**src/rtl/riscv_hazard_scoreboard.sv**
```systemverilog
// Hazard and interlock unit between decode and execute: a countdown scoreboard per register plus
// an occupancy counter for the single non-pipelined multiply/divide unit.
module riscv_hazard_scoreboard #(
  parameter int unsigned DATA_WIDTH = 32,
  parameter int unsigned ADDR_WIDTH = 4,
  parameter int unsigned LD_LAT     = 2,
  parameter int unsigned MD_LAT     = 4,
  parameter int unsigned CNT_W      = 3,
  parameter int unsigned RA_IDX     = 15
) (
  input  logic                     clk,
  input  logic                     rst_n,
  input  logic                     issue_valid,
  input  logic                     flush,
  input  logic [4:0]               opcode,
  input  logic                     i_bit,
  input  logic [ADDR_WIDTH-1:0]    rs1,
  input  logic [ADDR_WIDTH-1:0]    rs2,
  input  logic [ADDR_WIDTH-1:0]    rd,
  output logic                     stall,
  output logic                     issue,
  output logic                     rs1_fwd,
  output logic                     rs2_fwd,
  output logic                     rd_fwd,
  output logic [2**ADDR_WIDTH-1:0] busy_vec,
  output logic                     md_busy,
  output logic [DATA_WIDTH-1:0]    stall_cycles
);

  localparam int unsigned NReg = 2 ** ADDR_WIDTH;

  localparam logic [4:0] OpAdd  = 5'd0;
  localparam logic [4:0] OpSub  = 5'd1;
  localparam logic [4:0] OpMul  = 5'd2;
  localparam logic [4:0] OpDiv  = 5'd3;
  localparam logic [4:0] OpMod  = 5'd4;
  localparam logic [4:0] OpCmp  = 5'd5;
  localparam logic [4:0] OpAnd  = 5'd6;
  localparam logic [4:0] OpOr   = 5'd7;
  localparam logic [4:0] OpNot  = 5'd8;
  localparam logic [4:0] OpMov  = 5'd9;
  localparam logic [4:0] OpLsl  = 5'd10;
  localparam logic [4:0] OpLsr  = 5'd11;
  localparam logic [4:0] OpAsr  = 5'd12;
  localparam logic [4:0] OpLd   = 5'd14;
  localparam logic [4:0] OpSt   = 5'd15;
  localparam logic [4:0] OpCall = 5'd19;
  localparam logic [4:0] OpRet  = 5'd20;

  localparam logic [ADDR_WIDTH-1:0] RaIdx = ADDR_WIDTH'(RA_IDX);
  localparam logic [CNT_W-1:0]      CntOne = CNT_W'(1);

  logic [CNT_W-1:0]      cnt_q [NReg];
  logic [CNT_W-1:0]      cnt_d [NReg];
  logic [CNT_W-1:0]      md_cnt_q, md_cnt_d;
  logic [DATA_WIDTH-1:0] stall_cycles_q, stall_cycles_d;

  logic                  rd_rs1, rd_rs2, rd_rd, wr_en, is_md;
  logic [ADDR_WIDTH-1:0] rs1_eff, rd_eff;
  logic [CNT_W-1:0]      lat;
  logic                  raw, waw, structural, active;

  // Operand usage and latency class
  always_comb begin
    rd_rs1  = 1'b0;
    rd_rs2  = 1'b0;
    rd_rd   = 1'b0;
    wr_en   = 1'b0;
    is_md   = 1'b0;
    rs1_eff = rs1;
    rd_eff  = rd;
    lat     = CntOne;
    unique case (opcode)
      OpAdd, OpSub, OpAnd, OpOr, OpLsl, OpLsr, OpAsr: begin
        rd_rs1 = 1'b1;
        rd_rs2 = !i_bit;
        wr_en  = 1'b1;
      end
      OpMul, OpDiv, OpMod: begin
        rd_rs1 = 1'b1;
        rd_rs2 = !i_bit;
        wr_en  = 1'b1;
        is_md  = 1'b1;
        lat    = CNT_W'(MD_LAT);
      end
      OpCmp: begin
        rd_rs1 = 1'b1;
        rd_rs2 = !i_bit;
      end
      OpNot, OpMov: begin
        rd_rs2 = !i_bit;
        wr_en  = 1'b1;
      end
      OpLd: begin
        rd_rs1 = 1'b1;
        wr_en  = 1'b1;
        lat    = CNT_W'(LD_LAT);
      end
      OpSt: begin
        rd_rs1 = 1'b1;
        rd_rd  = 1'b1;
      end
      OpCall: begin
        wr_en  = 1'b1;
        rd_eff = RaIdx;
      end
      // RET's implicit return-address read travels on the rs1 operand path
      OpRet: begin
        rd_rs1  = 1'b1;
        rs1_eff = RaIdx;
      end
      default: ;
    endcase
  end

  always_comb begin
    raw = (rd_rs1 && (cnt_q[rs1_eff] > CntOne)) ||
          (rd_rs2 && (cnt_q[rs2] > CntOne)) ||
          (rd_rd && (cnt_q[rd] > CntOne));
    waw        = wr_en && (cnt_q[rd_eff] > lat);
    structural = is_md && (md_cnt_q != '0);
    active     = issue_valid && !flush;
    stall      = active && (raw || waw || structural);
    issue      = active && !stall;
    rs1_fwd    = rd_rs1 && (cnt_q[rs1_eff] == CntOne);
    rs2_fwd    = rd_rs2 && (cnt_q[rs2] == CntOne);
    rd_fwd     = rd_rd && (cnt_q[rd] == CntOne);
  end

  always_comb begin
    for (int r = 0; r < NReg; r++) begin
      cnt_d[r] = (cnt_q[r] != '0) ? cnt_q[r] - CntOne : '0;
      if (issue && wr_en && (rd_eff == ADDR_WIDTH'(r))) begin
        cnt_d[r] = lat;
      end
      busy_vec[r] = (cnt_q[r] != '0);
    end
    md_cnt_d = (md_cnt_q != '0) ? md_cnt_q - CntOne : '0;
    if (issue && is_md) begin
      md_cnt_d = CNT_W'(MD_LAT);
    end
    stall_cycles_d = stall_cycles_q;
    if (stall && (stall_cycles_q != '1)) begin
      stall_cycles_d = stall_cycles_q + DATA_WIDTH'(1);
    end
  end

  always_ff @(posedge clk or negedge rst_n) begin
    if (!rst_n) begin
      for (int r = 0; r < NReg; r++) begin
        cnt_q[r] <= '0;
      end
      md_cnt_q       <= '0;
      stall_cycles_q <= '0;
    end else begin
      for (int r = 0; r < NReg; r++) begin
        cnt_q[r] <= cnt_d[r];
      end
      md_cnt_q       <= md_cnt_d;
      stall_cycles_q <= stall_cycles_d;
    end
  end

  assign md_busy      = (md_cnt_q != '0);
  assign stall_cycles = stall_cycles_q;

endmodule

```
**config.mk**
```make
export PLATFORM = sky130hd
export DESIGN_NAME = riscv_hazard_scoreboard
export DESIGN_NICKNAME = d
export VERILOG_FILES = /design/src/rtl/riscv_hazard_scoreboard.sv
export SDC_FILE = /design/constraint.sdc
export NUM_CORES = 1
export LEC_CHECK = 0
export ABC_AREA = 1
export ABC_CLOCK_PERIOD_IN_PS = 5300
export CAP_MARGIN = 15
export CORE_MARGIN = 4
export CORE_UTILIZATION = 58
export CTS_BUF_LIST = sky130_fd_sc_hd__clkbuf_16
export DETAILED_ROUTE_END_ITERATION = 10
export HOLD_SLACK_MARGIN = 0.15
export PLACE_DENSITY = 0.81
export SLEW_MARGIN = 20
export SYNTH_ARGS = -nofsm -noshare
export SYNTH_HDL_FRONTEND = slang
export SYNTH_SLANG_ARGS = --single-unit
```
**constraint.sdc**
```tcl
create_clock -name clk -period 5.3 [get_ports clk]
set_clock_uncertainty 0.15 [all_clocks]
set_input_delay 1.06 -clock clk [delete_from_list [all_inputs] [get_ports clk]]
set_output_delay 1.06 -clock clk [all_outputs]
set_load 0.02 [all_outputs]
```
==> results.yml, run 1 <==
synthesis:
  synthFlopType: "dfrtp_1"
  synth_async_sr_flop_share_pct: 100
  yosysMostFrequentCell: "nand2_1"
  synth_area_per_cell_um2: 6.56
  ys_seq_elements: 83
  synth_adder_area_share_pct: 6.64
  ys_warn_count: 0
  synth.area.mux_share_pct: 0
  netlist_instances: 1092
  synth_top_area_cell: "dfrtp_1"
  synth_nets: 1152
  synth_top_area_share_pct: 29.0
  synthTopCellsByCount: "285 x nand2_1, 170 x inv_1, 107 x nand3_1, 106 x nor2_1, 83 x dfrtp_1"
  synth_top_family_by_area: "simple AND/OR/NAND/NOR gates"
  netlist_area_mm2: 0.00717
  synthSimpleGateAreaFrac_pct: 33.4
  synthXorXnorAreaFrac_pct: 3.79
  synth_compound_gate_area_share_pct: 15.1
  yosysSeqAreaShare_pct: 29.0
  synth.distinct_cells: 42
  yosys-top-cells-area: "dfrtp_1 29%, nand2_1 15%, inv_1 8.9%"
  synth_edf_count: 0
timing:
  tightest_slew_ns: 0.937
  min_period_ns: 5.15
  relSlewSlack_pct: 37.4
  worst_slack_ns: 0.147
  fin_crit_sh_pct: 97.2
  fmax_mhz: 194
  hold_slack_ns: 0.315
  setup_viol: 0
  tns_ns: 0
  finalHoldViolations: 0
  finalMaxSlewViolations: 0
finish:
  antenna_cells: 0
  area_growth_pct: 21.2
  fill_cells: 1063
  nets: 1253
  drive_gt1_share_pct: 8.85
setup_path:
  worstPathMaxFanout: 4
  reg2reg_depth: 17
  path_depth: 19
  path_delay_family: "buffers and inverters"
  critPathMaxStageDelay_ns: 0.51
  crit_path_top_delay_cell: "clkdlybuf4s50_1"
  worstSetupPathType: "in -> out"
  cp-end-kind: "primary output"
  required_ns: 4.09
  critPathLaunchType: "input pin"
  crit_buf_inv: 5
  r2r_slack_ns: 1.74
  arrival_ns: 3.94
  path_cells: "clkdlybuf4s50_1 > nand2_2 > nor2_4 > nand2_4 > inv_1 > nor2_1 > buf_4 > nor2_1 > inv_1 > a211oi_1 > nor3_1 > ha_1 > nand3b_1 > a32oi_2 > a21oi_2 > nand2_2 > nor2_4 > a21boi_4 > buf_2"
placed_design:
  hpwl_mm: 16.3
  port_buffers: 75
  routabilityCongestion: 0.965
  pre_cts_ws_ns: -0.408
floorplan:
  core_mm2: 0.0121
  die_h_um: 119
  pin_count: 76
  dieWidth_um: 119
  start_util_pct: 59.4
  rows: 40
  fp.dieArea_mm2: 0.0142
run_status:
  outcome: "finished clean"
routing:
  first_iter_violations: 789
  drtPass1Iterations: 7
  routed_via_density: 5.50
  final_antenna_net_count: 0
  drc: 0
  vias: 7516
  routed_wl_mm: 21.6
  routedWlPerCell_um: 15.8
min_path:
  min_path_cells: 1
  min-delay-path-class: "reg -> reg"
clock_network:
  htreeDepth: 3
  cts_made_buffers: 9
  cts.sinks: 83
  cts_buffer_depth: 2
  cts_tree: "yes"
  cts.clk_slew.worst_paths_ns: 0.06
  clkLatencyLatePin_ns: 0.35
  ctsRootBufferMaster: "clkbuf_16"
power:
  p_per_area_mw_per_mm2: 273
  max-vdd-ir-drop_mv: 0.359
  finalPower_mw: 2.37
  power_leakage_nw: 4.51
grt:
  grt_pass1_vias: 7024
  grt_max_degree: 53
  antenna_found_initial: 0
  grt_overflow: 0
  grt_pass1_wl_mm: 35.5
  grtUsageTotal_pct: 30.9
job:
  cap_viol_max_count: 0
==> logic make-up (layout without fill, tap and decap cells) <==
group,after synthesis,in the layout
flops,83,83
simple gates,557,557
buf+inv,212,318
xor+xnor,31,31
fa+ha+maj,38,38
compound gates,171,171
==> power breakdown <==
group	internal (mW)	switching [mW]	leakage, nW
combinational	0.353	0.541	3.20
clock	0.408	0.264	0.159
sequential	0.702	0.106	1.15
==> metal layers <==
layer  vias to the layer above  GRT usage (%)  routed length [um]
li1                       3690              -                   -
met1                      3416           41.8                9080
met2                       353           48.4                9880
met3                        57           5.84                1940
met4                         0           13.0                 742
met5                         -              0                   0
==> stage by stage <==
stage | instance area (um^2) | std cells | utilization, %
floorplan | 7170 | 1092 | -
global placement | 8310 | 1349 | 68.9
detailed placement | 8310 | 1349 | 68.9
CTS | 8630 | 1365 | 71.5
global route | 8680 | 1366 | 72.0
finish | 8680 | 1366 | 72.0
==> area by class of cell <==
type / instances / area (um^2) / share of cell area [%]
Tap cell: 168 / 210 / 2.42
Timing Repair Buffer: 125 / 1150 / 13.2
Clock inverter: 7 / 85.1 / 0.980
Clock buffer: 9 / 225 / 2.59
Multi-Input combinational cell: 797 / 4280 / 49.2
Sequential cell: 83 / 2080 / 23.9
Inverter: 177 / 664 / 7.65
==> worst reg2reg max path, cell delays in order (launching register included) <==
cell,delay (ns)
dfrtp_1,0.37
inv_1,0.12
o21ai_0,0.34
nor2_1,0.09
a2111oi_0,0.43
nor3_1,0.12
ha_1,0.20
nand3b_1,0.17
a32oi_2,0.21
a21oi_2,0.08
nand2_2,0.09
nor2_4,0.05
buf_4,0.16
nand2_1,0.07
nand3_2,0.30
buf_4,0.37
nand2_1,0.08
o21ai_1,0.06
==> flip-flops by register name (all words and copies together), names as in the netlist <==
signal,flops
md_cnt_q,3
stall_cycles,32
cnt_q,48
==> cell usage in the layout, fill, tap and decap left out, drive strengths merged, types with 2 or more instances in the layout <==
cell type | netlist | final
nand4 | 8 | 8
nor4 | 8 | 8
o221ai | 6 | 6
a211oi | 3 | 3
o21ai | 52 | 52
clkinv | 4 | 6
nand3 | 110 | 110
dlymetal6s2s | 0 | 2
dfrtp | 83 | 83
nor3 | 21 | 21
xor2 | 24 | 24
bufinv | 0 | 2
ha | 38 | 38
nor2 | 111 | 111
o21bai | 49 | 49
buf | 22 | 53
clkbuf | 13 | 9
a221oi | 2 | 2
o22ai | 5 | 5
a21oi | 39 | 39
clkdlybuf4s50 | 0 | 70
nand3b | 2 | 2
nand2 | 291 | 291
or2 | 6 | 6
inv | 173 | 176
o211ai | 8 | 8
xnor2 | 7 | 7
==> path summary, 6_finish.rpt <==
path | from | to
max | opcode[1] | stall
min | md_cnt_q[0] | md_cnt_q[0]
max reg2reg | cnt_q[33] | stall_cycles[6]
min reg2reg | md_cnt_q[0] | md_cnt_q[0]
max in group asynchronous | rst_n | cnt_q[3]
min in group asynchronous | rst_n | cnt_q[30]
==> repair_timing <==
item,4_1_cts,5_1_grt
endpoints found under the setup margin,2,2
resized for setup,8,22
hold buffers,0,0
setup buffers,0,1
pin swaps,0,4
hold endpoints to repair,0,0
No activity file was read; power rests on OpenSTA's default activity.
==> run 2, diff against run 1 <==
- CORE_ASPECT_RATIO: unset -> 1.2
==> results.yml, run 2 (synthesized netlist as in run 1, its figures left out) <==
finish:
  fin_cells: 1364
  antenna_cells: 0
  drive_gt1_share_pct: 9.48
  final_cell_mix: "281 x nand2_1, 167 x inv_1, 107 x nand3_1"
  nets: 1258
  largest_reg_flops: 48
  post-route-util_pct: 71.8
  area_growth_pct: 21.3
  top_register: "cnt_q"
  final_common_cell: "nand2_1"
routing:
  final_antenna_net_count: 0
  routed_via_density: 5.52
  routedWlPerCell_um: 15.8
  drtPass1Iterations: 7
  routed_wl_mm: 21.6
  first_iter_violations: 601
  vias: 7534
  drc: 0
timing:
  relSlewSlack_pct: 34.3
  fmax_mhz: 193
  tightest_slew_ns: 0.984
  fin_crit_sh_pct: 97.9
  rsz0062_at_grt: "yes"
  setup_viol: 0
  min_period_ns: 5.19
  finalHoldViolations: 0
  finalMaxSlewViolations: 0
setup_path:
  crit_start: "opcode[1]"
  critPathMaxStageDelay_ns: 0.48
  crit_buf_inv: 5
  critPathLaunchType: "input pin"
  arrival_ns: 3.98
  path_cells: "clkdlybuf4s50_1 > nand2_1 > nor2_1 > nand2_2 > nand2_2 > nand2_1 > buf_4 > o221ai_1 > o211ai_1 > o221ai_1 > inv_1 > ha_4 > a21oi_1 > a32oi_1 > a21oi_2 > nand2_2 > nor2_4 > nand3_2 > inv_2 > buf_4"
  required_ns: 4.09
  path_delay_family: "buffers and inverters"
  cpMostUsedCell: "nand2_2"
  worstPathMaxFanout: 7
  worstSetupPathType: "in -> out"
  cp-end-kind: "primary output"
  crit_path_top_delay_cell: "clkdlybuf4s50_1"
  r2r-start: "cnt_q[44]"
grt:
  grt_max_degree: 49
  grt_pass1_vias: 7279
  antenna_found_initial: 0
  grtUsageTotal_pct: 31.0
  grt_overflow: 0
  grt_pass1_wl_mm: 34.7
clock_network:
  cts_tree: "yes"
  cts_made_buffers: 9
  clkLatencyLatePin_ns: 0.34
  ctsRootBufferMaster: "clkbuf_16"
  cts.sinks: 83
  hold_buffers: 0
  cts_buffer_depth: 2
  cts.clk_slew.worst_paths_ns: 0.07
  htreeDepth: 3
power:
  finalPower_mw: 2.33
  p_per_area_mw_per_mm2: 268
  max-vdd-ir-drop_mv: 0.188
  power_leakage_nw: 4.48
floorplan:
  die_h_um: 130
  dieWidth_um: 109
  core_mm2: 0.0121
  fp.dieArea_mm2: 0.0142
  rows: 44
  start_util_pct: 59.2
  pin_count: 76
placed_design:
  port_buffers: 75
  hpwl_mm: 16.1
  routabilityCongestion: 0.989
  placed_cells: 1347
job:
  cap_viol_max_count: 0
min_path:
  worstHoldStart: "md_cnt_q[0]"
  min-delay-path-class: "reg -> reg"
run_status:
  outcome: "finished clean"
==> run 2: power breakdown <==
part / total [mW] / switching, mW / internal (mW)
Combinational: 0.878 / 0.529 / 0.349
Clock: 0.652 / 0.284 / 0.368
Sequential: 0.802 / 0.100 / 0.702
==> run 2: cell type report <==
type | instances | area [um^2]
inverter | 177 | 667
tap | 161 | 201
fill | 1061 | 3420
multi-input combinational | 797 | 4280
sequential | 83 | 2080
clock buffer | 9 | 225
clock inverter | 7 | 75.1
timing repair buffer | 130 | 1170
==> run 2: worst register-to-register path: stages, from the launching register on <==
cell      delay, ns
dfrtp_1        0.35
inv_1          0.09
nand2_1        0.07
o21ai_1        0.11
a21oi_1        0.16
o221ai_1       0.12
o211ai_1       0.12
o221ai_1       0.15
inv_1          0.12
ha_4           0.22
a21oi_1        0.12
a32oi_1        0.09
a21oi_2        0.16
nand2_2        0.09
nor2_4         0.19
nand3_2        0.10
buf_4          0.16
nor2_4         0.08
buf_4          0.32
nand3_1        0.16
nand2_1        0.11
==> run 2: per-stage QoR <==
stage                     setup TNS, ns  worst slack (ns)  area, um^2  hold slack [ns]
after global placement           -0.630            -0.318        8320            0.295
final                                 0             0.109        8690            0.311
after floorplan                       0             0.381        7170            0.276
after global routing             -0.125           -0.0802        8690            0.347
after CTS                             0            0.0201        8640            0.311
after detailed placement         -0.717            -0.386        8320            0.303
==> run 2: what timing repair did <==
| item | 4_1_cts | 5_1_grt |
|---|---|---|
| endpoints found under the setup margin | 2 | 2 |
| buffers inserted | 0 | 1 |
| resized for setup | 10 | 21 |
| pin swaps | 0 | 6 |
==> run 2: final timing paths <==
| path | to | slack [ns] | cells past startpoint |
|---|---|---|---|
| max in group asynchronous | cnt_q[46] | 3.48 | 2 |
| setup / recovery | issue | 0.11 | 20 |
| setup reg to reg | cnt_q[26] | 2.03 | 20 |
| hold reg to reg | md_cnt_q[0] | 0.31 | 1 |
| hold / removal | md_cnt_q[0] | 0.31 | 1 |
| min in group asynchronous | cnt_q[11] | 0.51 | 1 |
==> run 2: layer usage <==
metal	share of wire [%]	track usage [%]	vias to the layer above
met4	4.2	15.1	0
met1	40	37.7	3460
met3	6.8	4.75	59
met5	0	0	-
li1	-	-	3690
met2	49	53.4	325
==> run 3, diff against run 2 <==
- ABC_CLOCK_PERIOD_IN_PS: 5300 -> unset
==> results of run 3 <==
No change in the layout: final DEF, timing and power equal those of run 2.
